--- src/rtl/iseq_scheduler.sv ---
// iseq_scheduler
//   Shares the instruction-sequence dispatcher between host, auto-refresh and
//   periodic-read requesters. Arbitrates in IDLE (aref > prd > host, with a
//   host override after MAX_DEFER consecutive maintenance grants), steers the
//   FIFO input mux via src_sel, pulses process_iseq, follows dispatcher_busy
//   through its rise and fall, then acks the granted requester.
//
// Ports
//   clk, rst (async, active-low)
//   host_req/aref_req/prd_req   : pending requests (held until ack)
//   host_ack/aref_ack/prd_ack   : one-cycle completion pulses
//   src_sel[1:0]                : 0 host, 1 aref, 2 prd
//   process_iseq                : one-cycle dispatcher start pulse
//   dispatcher_busy             : dispatcher busy flag
//   periodic_read_lock          : high while a prd grant is active
//   sched_busy                  : high outside IDLE
//   timeout_err / err_clr       : sticky start-timeout flag and its clear
//   host_grants/aref_grants/prd_grants : saturating grant counters, present
//                                 only when ISEQ_SCHED_STATS_EN is defined
//
// All outputs are registered.
module iseq_scheduler #(
  parameter int MAX_DEFER     = 4,
  parameter int START_TIMEOUT = 16,
  parameter int CNT_WIDTH     = 16
) (
  input  logic                 clk,
  input  logic                 rst,
  input  logic                 host_req,
  input  logic                 aref_req,
  input  logic                 prd_req,
  output logic                 host_ack,
  output logic                 aref_ack,
  output logic                 prd_ack,
  output logic [1:0]           src_sel,
  output logic                 process_iseq,
  input  logic                 dispatcher_busy,
  output logic                 periodic_read_lock,
  output logic                 sched_busy,
  output logic                 timeout_err,
  input  logic                 err_clr
`ifdef ISEQ_SCHED_STATS_EN
  ,
  output logic [CNT_WIDTH-1:0] host_grants,
  output logic [CNT_WIDTH-1:0] aref_grants,
  output logic [CNT_WIDTH-1:0] prd_grants
`endif
);

  typedef enum logic [1:0] {IDLE, START, RUN, DONE} state_t;

  localparam logic [1:0] SRC_HOST = 2'd0;
  localparam logic [1:0] SRC_AREF = 2'd1;
  localparam logic [1:0] SRC_PRD  = 2'd2;

  localparam int DW = $clog2(MAX_DEFER + 1);
  localparam int TW = $clog2(START_TIMEOUT + 1);
  localparam logic [DW-1:0] DEFER_MAX    = DW'(MAX_DEFER);
  localparam logic [TW-1:0] TIMEOUT_LAST = TW'(START_TIMEOUT);

  if (CNT_WIDTH < 1 || MAX_DEFER < 1 || START_TIMEOUT < 1) begin : g_bad_params
    $error("iseq_scheduler: CNT_WIDTH, MAX_DEFER and START_TIMEOUT must be >= 1");
  end

  state_t        state, state_n;
  logic [DW-1:0] defer_cnt, defer_cnt_n;
  logic [TW-1:0] start_cnt, start_cnt_n;
  logic [1:0]    src_sel_n;
  logic          process_iseq_n;
  logic [2:0]    ack_n;          // {prd, aref, host}
  logic          lock_n;
  logic          terr_n;
  logic          grant;
  logic [1:0]    grant_sel;

  function automatic logic [2:0] ack_for(input logic [1:0] sel);
    case (sel)
      SRC_AREF: ack_for = 3'b010;
      SRC_PRD:  ack_for = 3'b100;
      default:  ack_for = 3'b001;
    endcase
  endfunction

  // Arbitration; only meaningful in IDLE.
  always_comb begin
    grant     = 1'b0;
    grant_sel = SRC_HOST;
    if (state == IDLE) begin
      if (host_req && defer_cnt == DEFER_MAX) begin
        grant     = 1'b1;
        grant_sel = SRC_HOST;
      end else if (aref_req) begin
        grant     = 1'b1;
        grant_sel = SRC_AREF;
      end else if (prd_req) begin
        grant     = 1'b1;
        grant_sel = SRC_PRD;
      end else if (host_req) begin
        grant     = 1'b1;
        grant_sel = SRC_HOST;
      end
    end
  end

  always_comb begin
    state_n        = state;
    defer_cnt_n    = defer_cnt;
    start_cnt_n    = start_cnt;
    src_sel_n      = src_sel;
    process_iseq_n = 1'b0;
    ack_n          = 3'b000;
    lock_n         = periodic_read_lock;
    terr_n         = timeout_err;
    unique case (state)
      IDLE: begin
        if (err_clr) terr_n = 1'b0;
        if (grant) begin
          state_n        = START;
          src_sel_n      = grant_sel;
          process_iseq_n = 1'b1;
          lock_n         = (grant_sel == SRC_PRD);
          start_cnt_n    = TW'(1);
          if (grant_sel == SRC_HOST || !host_req)
            defer_cnt_n = '0;
          else if (defer_cnt != DEFER_MAX)
            defer_cnt_n = defer_cnt + 1'b1;
        end
      end
      START: begin
        if (dispatcher_busy) begin
          state_n = RUN;
        end else if (start_cnt == TIMEOUT_LAST) begin
          // A stalled dispatcher still completes the handshake so the
          // requester is not left waiting forever.
          terr_n  = 1'b1;
          state_n = DONE;
          ack_n   = ack_for(src_sel);
        end else begin
          start_cnt_n = start_cnt + 1'b1;
        end
      end
      RUN: begin
        if (!dispatcher_busy) begin
          state_n = DONE;
          ack_n   = ack_for(src_sel);
        end
      end
      DONE: begin
        lock_n  = 1'b0;
        state_n = IDLE;
      end
      default: state_n = IDLE;
    endcase
  end

  always_ff @(posedge clk or negedge rst) begin
    if (!rst) begin
      state              <= IDLE;
      defer_cnt          <= '0;
      start_cnt          <= '0;
      src_sel            <= SRC_HOST;
      process_iseq       <= 1'b0;
      host_ack           <= 1'b0;
      aref_ack           <= 1'b0;
      prd_ack            <= 1'b0;
      periodic_read_lock <= 1'b0;
      sched_busy         <= 1'b0;
      timeout_err        <= 1'b0;
    end else begin
      state                         <= state_n;
      defer_cnt                     <= defer_cnt_n;
      start_cnt                     <= start_cnt_n;
      src_sel                       <= src_sel_n;
      process_iseq                  <= process_iseq_n;
      {prd_ack, aref_ack, host_ack} <= ack_n;
      periodic_read_lock            <= lock_n;
      sched_busy                    <= (state_n != IDLE);
      timeout_err                   <= terr_n;
    end
  end

`ifdef ISEQ_SCHED_STATS_EN
  always_ff @(posedge clk or negedge rst) begin
    if (!rst) begin
      host_grants <= '0;
      aref_grants <= '0;
      prd_grants  <= '0;
    end else if (grant) begin
      case (grant_sel)
        SRC_AREF: if (aref_grants != '1) aref_grants <= aref_grants + 1'b1;
        SRC_PRD:  if (prd_grants  != '1) prd_grants  <= prd_grants  + 1'b1;
        default:  if (host_grants != '1) host_grants <= host_grants + 1'b1;
      endcase
    end
  end
`endif

endmodule

--- config.mk ---
export PLATFORM = sky130hd
export DESIGN_NAME = iseq_scheduler
export DESIGN_NICKNAME = d
export VERILOG_FILES = /design/src/rtl/iseq_scheduler.sv
export SDC_FILE = /design/constraint.sdc
export NUM_CORES = 1
export LEC_CHECK = 0
export CAP_MARGIN = 20
export CORE_MARGIN = 2
export CORE_UTILIZATION = 52
export DETAILED_ROUTE_END_ITERATION = 8
export GPL_ROUTABILITY_DRIVEN = 0
export PLACE_DENSITY = 0.81
export SLEW_MARGIN = 20
export SYNTH_ARGS = -nofsm -noshare
export SYNTH_HDL_FRONTEND = slang
export SYNTH_SLANG_ARGS = --single-unit
--- constraint.sdc ---
create_clock -name clk -period 3.23 [get_ports clk]
set_clock_uncertainty 0.1 [all_clocks]
set_input_delay 0.646 -clock clk [delete_from_list [all_inputs] [get_ports clk]]
set_output_delay 0.646 -clock clk [all_outputs]
set_load 0.1 [all_outputs]
==> metrics.yaml <==
outcome: "finished clean"
grt_pass1_wl_mm: 3.46
vias: 805
syn_area_per_cell_um2: 10.4
antenna_cells: 0
final_area_um2: 1240
drt_pass1_iterations: 4
grt_overflow: 0
final_nets: 138
rows: 16
antenna_found_initial: 0
crit_path_end_kind: "flip-flop"
htree_levels: 1
root_buffer: "clkbuf_4"
fp.dieW_um: 49.3
drv_cap: 0
die_y_um: 49.3
dp_hpwl_mm: 1.58
placed_area_um2: 1210
fin_tns_setup_ns: 0
ir_drop_mv: 0.773
cts_hold_buf: 0
core-area_um2: 1940
critPathKind: "reg2reg"
required_ns: 3.36
synth_area_leader_cell: "dfrtp_1"
rsz0062_at_grt: "false"
worstMarginPinSlew_ns: 0.829
finalCriticalPeriod_ns: 2.01
fin_crit_sh_pct: 62.2
synth.distinct_cells: 33
cts_setup_buffers: 0
clkTransAtPathRegs_ns: 0.11
cts_tree: "done"
floorplan.initialDensity_pct: 55.0
max_freq_ghz: 0.497
slew-limit-headroom_pct: 44.6
cts_sinks: 19
synth_area_um2: 1070
grt_max_degree: 20
ys_async_sr_fraction_pct: 100
first_iter_violations: 8
maxSlewViolCount: 0
synth_edf_count: 0
final_cell_count_no_fill: 147
fin_hold_ws_ns: 0.429
dp.cells: 143
ys_ff_latch: 19
yosysWarnings: 0
synth_top_cell_area_share_pct: 44.5
routed_wirelength_mm: 2.02
boundaryPins: 16
synth.area.top_cells: "dfrtp_1 (45%), ha_1 (12%), a21oi_1 (4.2%)"
clock_path_buffers: 2
arrival_ns: 2.14
syn_nets: 120
power_density_nw_per_um2: 937
clkLatencyLatePin_ns: 0.31
cts_buffers: 3
drive_gt1_share_pct: 15.8
power_w: 0.00116
p_leak_nw: 0.576
hp-class: "reg2reg"
synth_ff_type: "dfrtp_1"
viasPerCell: 5.48
die_area_um2: 2430
synthCells: 103
drcViolationCount: 0
hold_viol_final: 0
grt_use_total_pct: 18.9
yosysSeqAreaShare_pct: 44.5
wl_per_cell_um: 13.8
setup.worst_path.start_class: "flip-flop"
post_cts_resize_count: 0
postRouteAntennaNets: 0
io_buffers: 15
grt_pass1_vias: 815
finalSetupViolCount: 0
area_delta_synth_final_pct: 15.9
worstPathMaxFanout: 11
worst max-delay path, cell delays in order (launching register included):
cell	delay, ns
dfrtp_1	0.44
inv_1	0.11
ha_1	0.38
or4b_4	0.54
nand4_1	0.12
o21ai_0	0.08
a21oi_1	0.15
per-stage QoR:
step	setup WS [ns]	util, %
after detailed placement	0.904	62.3
final	1.22	63.7
after global placement	0.930	62.3
after CTS	1.20	63.7
after global routing	1.08	63.7
after floorplan	1.45	-
power by group:
part / internal (W) / switching (W) / total (W)
combinational: 0.000198 / 0.000464 / 0.000662
sequential: 0.000310 / 0.0000649 / 0.000375
clock: 0.0000463 / 0.0000764 / 0.000123
total: 0.000555 / 0.000605 / 0.00116
kinds of logic after synthesis:
family / share of synthesized area (%)
compound gates: 15.9
mux: 1.88
flops: 44.5
buf+inv: 5.28
fa+ha+maj: 11.7
simple gates: 20.6
flip-flops by register name, summed over array words and instances, names as in the netlist, 2 cells and up:
| name | cells |
|---|---|
| src_sel | 2 |
| state | 2 |
| defer_cnt | 3 |
| start_cnt | 5 |
layer usage:
| metal | vias to the layer above | wire length, µm | GRT usage (%) |
|---|---|---|---|
| met4 | 0 | 48 | 10.0 |
| met1 | 384 | 878 | 21.3 |
| met5 | - | 0 | 0 |
| met3 | 5 | 37 | 1.84 |
| li1 | 404 | - | - |
| met2 | 12 | 1060 | 34.7 |
area by class of cell:
class / instances / area, µm²
clock buffer: 3 / 22.5
sequential: 19 / 475
clock inverter: 1 / 5.00
inverter: 10 / 37.5
multi-input combinational: 72 / 536
fill: 171 / 704
tap: 27 / 33.8
timing repair buffer: 15 / 128
cells in the final DEF, fill, tap and decap left out, drive strengths merged, types with 2 or more instances in the layout:
master	Yosys	final
o21ai	10	10
inv	10	10
clkdlybuf4s50	0	6
nand2b	4	4
ha	10	10
or3	3	3
dfrtp	19	19
a21oi	9	9
buf	1	9
or2	2	2
nand4	3	3
nand2	3	3
mux2i	2	2
clkbuf	1	3
nand3	5	5
nor3	2	2
and2	5	5
cells in the mapped netlist (all sizes together), types with 2 or more instances:
cell type	instances
nand3	5
nor3	2
inv	10
o21ai	10
ha	10
and2	5
nand2	3
dfrtp	19
nand2b	4
or3	3
a21oi	9
nand4	3
or2	2
mux2i	2
worst paths after layout:
kind / slack, ns / from / to / cells after the start
worst max register to register: 1.22 / state[0] / start_cnt[3] / 6
max in group asynchronous: 1.81 / rst / start_cnt[3] / 1
worst max-delay path: 1.22 / state[0] / start_cnt[3] / 6
min in group asynchronous: 0.70 / rst / src_sel[0] / 1
worst min register to register: 0.43 / defer_cnt[0] / defer_cnt[0] / 1
worst min-delay path: 0.43 / defer_cnt[0] / defer_cnt[0] / 1
No activity file was read; power rests on OpenSTA's default activity.
